$ cat src/rtl/alu_operand_sequencer_pkg.sv
// Shared definitions for the ALU operand sequencer:
// opcodes, ALU controls, FSM states and the opcode-to-ALU mapping.
package alu_operand_sequencer_pkg;

    localparam int NREG_DEF  = 8;
    localparam int SEL_W_DEF = 3;

    localparam logic [2:0] OP_MOV = 3'b000;
    localparam logic [2:0] OP_ADD = 3'b001;
    localparam logic [2:0] OP_SUB = 3'b010;
    localparam logic [2:0] OP_AND = 3'b011;
    localparam logic [2:0] OP_OR  = 3'b100;
    localparam logic [2:0] OP_INC = 3'b101;
    localparam logic [2:0] OP_DEC = 3'b110;
    localparam logic [2:0] OP_ILL = 3'b111;

    localparam logic [1:0] ALU_ADD = 2'b00;
    localparam logic [1:0] ALU_SUB = 2'b01;
    localparam logic [1:0] ALU_AND = 2'b10;
    localparam logic [1:0] ALU_OR  = 2'b11;

    typedef enum logic [2:0] {
        S_IDLE  = 3'd0,
        S_XFER  = 3'd1,
        S_LOADT = 3'd2,
        S_EXEC  = 3'd3,
        S_DONE  = 3'd4
    } state_t;

    // INC/DEC reuse the adder with the +1 operand from TEMP.
    function automatic logic [1:0] alu_of(input logic [2:0] op);
        logic [1:0] r;
        case (op)
            OP_SUB, OP_DEC: r = ALU_SUB;
            OP_AND:         r = ALU_AND;
            OP_OR:          r = ALU_OR;
            default:        r = ALU_ADD;
        endcase
        return r;
    endfunction

endpackage

$ cat src/rtl/alu_operand_sequencer_onehot_decoder.sv
// Binary select to one-hot register enable, gated by en_i.
// Used for both the bus-drive and bus-load enables.
module alu_operand_sequencer_onehot_decoder #(
    parameter int SEL_W = 3,
    parameter int NREG  = 8
) (
    input  logic             en_i,
    input  logic [SEL_W-1:0] sel_i,
    output logic [NREG-1:0]  oh_o
);

    // At most one bit set, none when disabled.
    always_comb begin
        oh_o = '0;
        for (int i = 0; i < NREG; i++) begin
            oh_o[i] = en_i && (sel_i == SEL_W'(i));
        end
    end

endmodule

$ cat src/rtl/alu_operand_sequencer.sv
// Control master for the ALU operand path: sequences regfile bus
// enables, TEMP strobes and ALU controls for one transfer or ALU op.
module alu_operand_sequencer
    import alu_operand_sequencer_pkg::*;
#(
    parameter int NREG  = NREG_DEF,
    parameter int SEL_W = SEL_W_DEF
) (
    input  logic             clk,
    input  logic             rst,
    input  logic             start,
    input  logic [2:0]       opcode,
    input  logic [SEL_W-1:0] src_sel,
    input  logic [SEL_W-1:0] dst_sel,
    output logic [NREG-1:0]  src_oe,
    output logic [NREG-1:0]  dst_ie,
    output logic             ITEMP,
    output logic             O_1,
    output logic             alu_oe,
    output logic [1:0]       alu_op,
    output logic             busy,
    output logic             done,
    output logic             err
);

    state_t           state_q, state_d;
    logic [2:0]       op_q, op_d;
    logic [SEL_W-1:0] src_q, src_d;
    logic [SEL_W-1:0] dst_q, dst_d;
    logic [SEL_W-1:0] sel_src, sel_dst;
    logic             src_en_d, dst_en_d;
    logic [NREG-1:0]  src_oe_d, dst_ie_d;
    logic [NREG-1:0]  src_oe_q, dst_ie_q;
    logic             itemp_d, itemp_q;
    logic             o1_d, o1_q;
    logic             alu_oe_d, alu_oe_q;
    logic [1:0]       alu_op_d, alu_op_q;
    logic             busy_d, busy_q;
    logic             done_d, done_q;
    logic             err_d, err_q;

    // Next state and Moore outputs decoded from the state being entered.
    // On accept the select inputs feed the decoders directly, since
    // the latched copies only become valid after this edge.
    always_comb begin
        state_d  = state_q;
        op_d     = op_q;
        src_d    = src_q;
        dst_d    = dst_q;
        sel_src  = src_q;
        sel_dst  = dst_q;
        src_en_d = 1'b0;
        dst_en_d = 1'b0;
        itemp_d  = 1'b0;
        o1_d     = 1'b0;
        alu_oe_d = 1'b0;
        alu_op_d = ALU_ADD;
        busy_d   = 1'b0;
        done_d   = 1'b0;
        err_d    = 1'b0;
        unique case (state_q)
            S_IDLE: begin
                if (start) begin
                    op_d    = opcode;
                    src_d   = src_sel;
                    dst_d   = dst_sel;
                    sel_src = src_sel;
                    sel_dst = dst_sel;
                    case (opcode)
                        OP_MOV: begin
                            state_d  = S_XFER;
                            src_en_d = 1'b1;
                            dst_en_d = 1'b1;
                            busy_d   = 1'b1;
                        end
                        OP_ADD, OP_SUB, OP_AND, OP_OR: begin
                            state_d  = S_LOADT;
                            src_en_d = 1'b1;
                            itemp_d  = 1'b1;
                            busy_d   = 1'b1;
                        end
                        OP_INC, OP_DEC: begin
                            state_d  = S_EXEC;
                            o1_d     = 1'b1;
                            alu_oe_d = 1'b1;
                            dst_en_d = 1'b1;
                            alu_op_d = alu_of(opcode);
                            busy_d   = 1'b1;
                        end
                        default: begin
                            state_d = S_DONE;
                            done_d  = 1'b1;
                            err_d   = 1'b1;
                        end
                    endcase
                end
            end
            S_LOADT: begin
                state_d  = S_EXEC;
                alu_oe_d = 1'b1;
                dst_en_d = 1'b1;
                alu_op_d = alu_of(op_q);
                busy_d   = 1'b1;
            end
            S_XFER, S_EXEC: begin
                state_d = S_DONE;
                done_d  = 1'b1;
            end
            S_DONE: begin
                state_d = S_IDLE;
            end
            default: begin
                state_d = S_IDLE;
            end
        endcase
    end

    alu_operand_sequencer_onehot_decoder #(
        .SEL_W (SEL_W),
        .NREG  (NREG)
    ) u_src_dec (
        .en_i  (src_en_d),
        .sel_i (sel_src),
        .oh_o  (src_oe_d)
    );

    alu_operand_sequencer_onehot_decoder #(
        .SEL_W (SEL_W),
        .NREG  (NREG)
    ) u_dst_dec (
        .en_i  (dst_en_d),
        .sel_i (sel_dst),
        .oh_o  (dst_ie_d)
    );

    // State, latched request and registered outputs; reset clears all.
    always_ff @(posedge clk) begin
        if (rst) begin
            state_q  <= S_IDLE;
            op_q     <= OP_MOV;
            src_q    <= '0;
            dst_q    <= '0;
            src_oe_q <= '0;
            dst_ie_q <= '0;
            itemp_q  <= 1'b0;
            o1_q     <= 1'b0;
            alu_oe_q <= 1'b0;
            alu_op_q <= ALU_ADD;
            busy_q   <= 1'b0;
            done_q   <= 1'b0;
            err_q    <= 1'b0;
        end else begin
            state_q  <= state_d;
            op_q     <= op_d;
            src_q    <= src_d;
            dst_q    <= dst_d;
            src_oe_q <= src_oe_d;
            dst_ie_q <= dst_ie_d;
            itemp_q  <= itemp_d;
            o1_q     <= o1_d;
            alu_oe_q <= alu_oe_d;
            alu_op_q <= alu_op_d;
            busy_q   <= busy_d;
            done_q   <= done_d;
            err_q    <= err_d;
        end
    end

    assign src_oe = src_oe_q;
    assign dst_ie = dst_ie_q;
    assign ITEMP  = itemp_q;
    assign O_1    = o1_q;
    assign alu_oe = alu_oe_q;
    assign alu_op = alu_op_q;
    assign busy   = busy_q;
    assign done   = done_q;
    assign err    = err_q;

endmodule
$ cat config.mk
export PLATFORM = sky130hd
export DESIGN_NAME = alu_operand_sequencer
export DESIGN_NICKNAME = d
export VERILOG_FILES = /design/src/rtl/alu_operand_sequencer_pkg.sv /design/src/rtl/alu_operand_sequencer_onehot_decoder.sv /design/src/rtl/alu_operand_sequencer.sv
export SDC_FILE = /design/constraint.sdc
export NUM_CORES = 1
export LEC_CHECK = 0
export CAP_MARGIN = 10
export CORE_ASPECT_RATIO = 2
export CORE_MARGIN = 8
export CORE_UTILIZATION = 51
export CTS_CLUSTER_SIZE = 28
export DETAILED_ROUTE_END_ITERATION = 8
export GPL_ROUTABILITY_DRIVEN = 0
export GPL_TIMING_DRIVEN = 0
export PLACE_DENSITY_LB_ADDON = 0.3
export SYNTH_ARGS = -nofsm -noshare
export SYNTH_HDL_FRONTEND = slang
export SYNTH_SLANG_ARGS = --single-unit
$ cat constraint.sdc
create_clock -name clk -period 4 [get_ports clk]
set_input_delay 1.2 -clock clk [delete_from_list [all_inputs] [get_ports clk]]
set_output_delay 1.2 -clock clk [all_outputs]
set_load 0.005 [all_outputs]
==> run_results.csv, run 1 <==
group,metric,value,unit
synthesis,yosys_warnings,0,
timing,layout_worst_path_cycle_share,71.86,%
synthesis,synth_nets,166,
route,drt-met1-wl,1097,um
timing,fin_tns_setup,0,ns
timing,unrepaired_setup_endpoints_after_global_routing,"false",
timing,relative_slew_slack,58.88,%
power,power_share_of_the_combinational_group,14.8,%
floorplanning,die-area,4822,um^2
power,clkPwrFrac,39.9,%
floorplanning,ios,36,
power,power_density,448.0,nW/um^2
synthesis,netlist_top_cells_count,"dfxtp_1 (36), nand2_1 (23), a21oi_1 (16)",
power,pwr-share-seq,45.3,%
synthesis,netlist_instances,154,
floorplanning,start_util,52.41,%
clock_network,cts_setup_buffers,0,
route,ant_nets,0,
synthesis,seq_total_area_yosys,50.88,%
synthesis,synth.distinct_cells,29,
place,hpwl,2690,um
clock_network,cts.htree.levels,2,
power,power.switching_fraction,23.85,%
clock_network,ctsHoldBuffers,0,
power,static-leakage-power,0.7080,nW
route,drt_first_iter_violations,20,
floorplanning,design.core.area,2703,um^2
setup_path,timing.critical_path.arrival,3.04,ns
setup_path,crit_type,"in2reg",
synthesis,number_of_synthesized_flops_with_an_enable_pin,0,
floorplanning,fp.dieW,53.27,um
status,status,"finished, final reports clean",
route,drc,0,
synthesis,synth_ff_type,"dfxtp_1",
setup_path,critPathMaxFanout,10,
global_route,grt_start_max_net_pins,12,
timing,fin_ws,1.126,ns
place,place.detailed.instances,217,
timing,fin_worst_skew,0.003704,ns
clock_network,clock-sinks,36,
power,worst_vdd_rail_ir_drop,0.0002812,V
route,dr_wl_met3,273,um
synthesis,synth_area_per_cell,9.197,um^2
floorplanning,die_h,90.53,um
setup_path,critical_path.startpoint_type,"input pin",
clock_network,cts_tree,"done",
global_route,antenna_violations_before_repair,0,
finish,finalCoreUtilization,71.02,%
finish,post_route_cells_drive_above_1_share,8.163,%
synthesis,ys_seq_elements,36,
synthesis,syn-cell-area,1416,um^2
clock_network,cts_root_buf,"clkbuf_8",
route,wire_per_inst,15.13,um
clock_network,clk_pin_slew_worst_paths,0.06,ns
timing,max_slew.worst_pin.slew,0.6132,ns
floorplanning,rows,27,
global_route,grt_pass1_vias,1273,
min_path,worstHoldPathType,"reg2reg",
place,place.port_buffers,34,
synthesis,yosysTopAreaCell,"dfxtp_1",
finish,insertedDiodeCount,0,
clock_network,latest_clock_arrival_within_the_worst_skew_pair,0.29,ns
clock_network,clk_path_buf_depth,2,
route,drt_wl_total,3404,um
place,dpl_worst_slack,0.8301,ns
power,cellInternalPower,0.6548,mW
route,route.met2.wl,1851,um
timing,finalSetupViolations,0,
route,vias,1251,
global_route,leftover_overflow_at_the_end_of_global_routing,0,
finish,layout_area_growth_over_synthesis,35.51,%
clock_network,postCtsResizedCells,0,
route,detail_route.first_pass.iterations,6,
finish,finished_layout_cells,225,
synthesis,netlist_top_cells_area,"dfxtp_1 (51%), nand2_1 (6.1%), a21oi_1 (5.7%), mux2i_1 (4.9%), nor2b_1 (4.0%)",
global_route,grt.total_usage,15.55,%
flow_run,maxCapViolations,0,
setup_path,endpoint_kind,"flop",
timing,period_minus_slack,2.874,ns
global_route,grt_pass1_wl,5616,um
synthesis,synth_async_sr_flop_share,0,%
timing,report.final.hold_viol_count,0,
route,drt-vias-per-instance,5.560,
clock_network,cts-buffers-inserted,5,
power,p_sw,0.2050,mW
synthesis,post-synth-top-count-cell,"dfxtp_1",
finish,finalNetCount,207,
timing,max_freq,347.9,MHz
setup_path,critical_path.startpoint,"start",
timing,finalMaxSlewViolations,0,
setup_path,r2r_start,"state_q[1]",
setup_path,cp.required,4.17,ns
synthesis,yosys.area.top_type_share,50.88,%
min_path,hold_path_startpoint,"op_q[2]",
route,routed.top_layer,"met4",
## final cells by class
class,instances,area (um^2)
Timing Repair Buffer,34,340.3
Tap cell,29,36.28
Buffer,7,41.29
Sequential cell,36,720.7
Multi-Input combinational cell,108,643.1
Clock inverter,1,30.03
Inverter,3,11.26
Fill cell,234,783.3
Clock buffer,7,96.34
## flip-flops by register name (all words and copies together), names as in the netlist
register / flops
ITEMP: 1
O_1: 1
alu_oe: 1
alu_op: 2
busy: 1
done: 1
dst_ie: 8
dst_q: 3
err: 1
op_q: 3
src_oe: 8
src_q: 3
state_q: 3
## through the flow
| stage | power [mW] | hold WS, ns | area (um^2) |
|---|---|---|---|
| 2_1_floorplan | 0.4754 | 0.4447 | 1416 |
| 3_3_place_gp | 0.5196 | 0.4527 | 1793 |
| 3_5_place_dp | 0.5247 | 0.4838 | 1793 |
| 4_1_cts | 0.8687 | 0.4985 | 1919 |
| 5_1_grt | 0.8976 | 0.5139 | 1919 |
| 6_report | 0.8598 | 0.4929 | 1919 |
## placed cells by master, fill, tap and decap left out, types with 2 or more instances in the layout
cell	n
a211oi_1	2
a21oi_1	16
buf_6	2
clkbuf_1	5
clkbuf_8	7
clkdlybuf4s50_1	34
dfxtp_1	36
inv_1	3
mux2_2	2
mux2i_1	7
nand2_1	23
nand3_1	3
nor2_1	10
nor2b_1	9
nor3_1	11
nor4_1	7
o21ai_0	2
o32ai_1	2
or3_1	2
## layer usage
metal / global-route usage, % / vias up
met5: 0 / -
met2: 25.89 / 49
li1: - / 627
met3: 7.096 / 16
met1: 13.17 / 559
met4: 11.86 / 0
## path summary, 6_finish.rpt
| kind | to | slack [ns] | cells after the start |
|---|---|---|---|
| max | src_oe[2] | 1.13 | 6 |
| min | op_q[2] | 0.49 | 2 |
| max reg2reg | src_oe[2] | 2.10 | 5 |
| min reg2reg | op_q[2] | 0.49 | 2 |
## power groups by stage
| stage | Sequential, mW | Clock [mW] | Combinational [mW] |
|---|---|---|---|
| after floorplan | 0.395 | 0 | 0.0807 |
| after global placement | 0.396 | 0 | 0.124 |
| after detailed placement | 0.397 | 0 | 0.127 |
| after CTS | 0.389 | 0.351 | 0.128 |
| after global routing | 0.391 | 0.366 | 0.141 |
| final | 0.389 | 0.343 | 0.127 |
## critical path: stages
cell	delay [ns]
clkdlybuf4s50_1	0.55
or4b_1	0.48
buf_6	0.16
clkbuf_1	0.24
mux2i_1	0.32
nor3_1	0.09
## logic make-up (layout without fill, tap and decap cells)
kind of cell,Yosys count,after routing,share of synthesized area (%)
XOR/XNOR,1,1,0.6185
flip-flops,36,36,50.88
AND/OR/NAND/NOR,75,75,28.53
AO/OA/AOI/OAI,22,22,8.657
multiplexers,10,10,7.597
buffers and inverters,10,52,3.710
Power figures use the tool's default switching activity.
==> inputs of run 2 (changes only) <==
--- a/config.mk
+++ b/config.mk
@@ -8,7 +8,7 @@
 export CAP_MARGIN = 10
 export CORE_ASPECT_RATIO = 2
 export CORE_MARGIN = 8
-export CORE_UTILIZATION = 51
+export CORE_UTILIZATION = 47
 export CTS_CLUSTER_SIZE = 28
 export DETAILED_ROUTE_END_ITERATION = 8
 export GPL_ROUTABILITY_DRIVEN = 0
==> constraint.sdc (replaced) <==
create_clock -name clk -period 2.7 [get_ports clk]
set_input_delay 0.81 -clock clk [delete_from_list [all_inputs] [get_ports clk]]
set_output_delay 0.81 -clock clk [all_outputs]
set_load 0.005 [all_outputs]
==> run 2 against run 1 <==
Compared with the run above: combinational power up 50%; worst hold slack worse by 0.0060 ns; sequential share of layout area up 0.95 points.
==> run_results.csv, run 2 (synthesis results as in run 1) <==
group,metric,value,unit
floorplanning,fp.dieW,54.82,um
floorplanning,design.core.area,2908,um^2
flow_run,maxCapViolations,0,
setup_path,critical_path.startpoint_type,"input pin",
place,hpwl,2717,um
floorplanning,die_h,93.64,um
place,place.port_buffers,34,
clock_network,ctsHoldBuffers,0,
clock_network,cts.htree.levels,2,
route,wire_per_inst,15.36,um
route,ant_nets,0,
place,place.detailed.instances,218,
setup_path,crit_type,"in2reg",
finish,most_common_cell_after_layout_fill_and_taps_aside,"dfxtp_1",
setup_path,r2r_setup_slack,0.80,ns
clock_network,clk_path_buf_depth,2,
timing,max_slew.worst_pin.slew,0.5635,ns
finish,finished_layout_cells,225,
timing,layout_worst_path_cycle_share,92.32,%
timing,fin_worst_skew,0.003841,ns
floorplanning,die-area,5133,um^2
route,detail_route.first_pass.iterations,4,
timing,unrepaired_setup_endpoints_after_global_routing,"false",
clock_network,cts_root_buf,"clkbuf_8",
power,worst_vdd_rail_ir_drop,0.0003963,V
clock_network,cts-buffers-inserted,5,
setup_path,crit_end,"src_oe[5]",
setup_path,timing.critical_path.arrival,2.64,ns
finish,insertedDiodeCount,0,
floorplanning,start_util,48.71,%
power,power_density,595.7,nW/um^2
setup_path,critical_path.startpoint,"start",
clock_network,postCtsResizedCells,0,
global_route,grt.total_usage,14.94,%
route,drt_wl_total,3455,um
setup_path,reg2regPathDepth,5,
global_route,grt_pass1_vias,1287,
setup_path,r2r_start,"state_q[1]",
setup_path,cp.required,2.85,ns
clock_network,latest_clock_arrival_within_the_worst_skew_pair,0.28,ns
route,drt-vias-per-instance,5.591,
route,vias,1258,
clock_network,cts_setup_buffers,0,
timing,period_minus_slack,2.493,ns
global_route,antenna_violations_before_repair,0,
setup_path,critPathMaxFanout,10,
status,status,"finished, final reports clean",
global_route,leftover_overflow_at_the_end_of_global_routing,0,
finish,most-common-layout-cells,"dfxtp_1 (36), clkdlybuf4s50_1 (34), nand2_1 (23), a21oi_1 (16), nor3_1 (11)",
finish,finalNetCount,207,
timing,whs,0.4869,ns
route,drc,0,
timing,finalMaxSlewViolations,0,
global_route,grt_start_max_net_pins,11,
setup_path,endpoint_kind,"flop",
power,static-leakage-power,0.6845,nW
floorplanning,ios,36,
finish,post_route_cells_drive_above_1_share,7.179,%
setup_path,critical_register_to_register_path_endpoint,"src_oe[5]",
min_path,worstHoldPathType,"reg2reg",
timing,report.final.hold_viol_count,0,
global_route,grt_pass1_wl,5713,um
timing,finalSetupViolations,0,
clock_network,cts_tree,"done",
finish,layout_area_growth_over_synthesis,32.16,%
clock_network,clk_pin_slew_worst_paths,0.06,ns
route,drt_first_iter_violations,39,
timing,relative_slew_slack,62.14,%
clock_network,clock-sinks,36,
timing,max_freq,401.2,MHz
floorplanning,rows,28,
## run 2: worst min path at each step
stage	startpoint	endpoint	slack [ns]	cells after the start
2_1_floorplan	dst_q[0]	dst_q[0]	0.44	2
3_3_place_gp	dst_q[0]	dst_q[0]	0.45	2
3_5_place_dp	dst_q[0]	dst_q[0]	0.48	2
4_1_cts	dst_q[0]	dst_q[0]	0.49	2
5_1_grt	dst_q[0]	dst_q[0]	0.51	2
6_report	op_q[2]	op_q[2]	0.49	2
## run 2: where the power goes
| group | total, mW | switching [mW] | internal [mW] | leakage, nW |
|---|---|---|---|---|
| Combinational | 0.191 | 0.103 | 0.0880 | 0.351 |
| Sequential | 0.577 | 0.0203 | 0.557 | 0.293 |
| Clock | 0.347 | 0.173 | 0.175 | 0.0410 |
| Total | 1.12 | 0.295 | 0.820 | 0.685 |
## run 2: critical path, cell delays in order
cell and delay, ns:
clkdlybuf4s50_1 0.56, or4b_1 0.48, buf_6 0.16, clkbuf_1 0.24, mux2i_1 0.32, nor3_1 0.08
## run 2: stage by stage
| stage | utilization [%] | setup TNS (ns) | area [um^2] | worst slack, ns | total power, mW |
|---|---|---|---|---|---|
| 6_report | 64.37 | 0 | 1872 | 0.2073 | 1.115 |
| 5_1_grt | 64.37 | 0 | 1872 | 0.1085 | 1.172 |
| 4_1_cts | 64.37 | 0 | 1872 | 0.1843 | 1.130 |
| 3_5_place_dp | 61.70 | -0.3393 | 1794 | -0.1201 | 0.7789 |
| 3_3_place_gp | 61.70 | -0.2304 | 1794 | -0.07768 | 0.7690 |
| 2_1_floorplan | - | 0 | 1416 | 0.7028 | 0.7044 |
## run 2: cell type report
cell class                 instances  area (um^2)
fill                             251         1036
timing repair buffer              34        340.3
tap                               30        37.54
multi-input combinational        108        643.1
sequential                        36        720.7
clock inverter                     1        5.005
clock buffer                       6        72.57
inverter                           3        11.26
buffer                             7        41.29
## run 2: metal layers
metal / share of wire [%] / track usage (%)
met1: 33 / 13.72
met2: 54 / 25.38
met3: 9.6 / 5.723
met4: 2.5 / 9.504
met5: 0 / 0
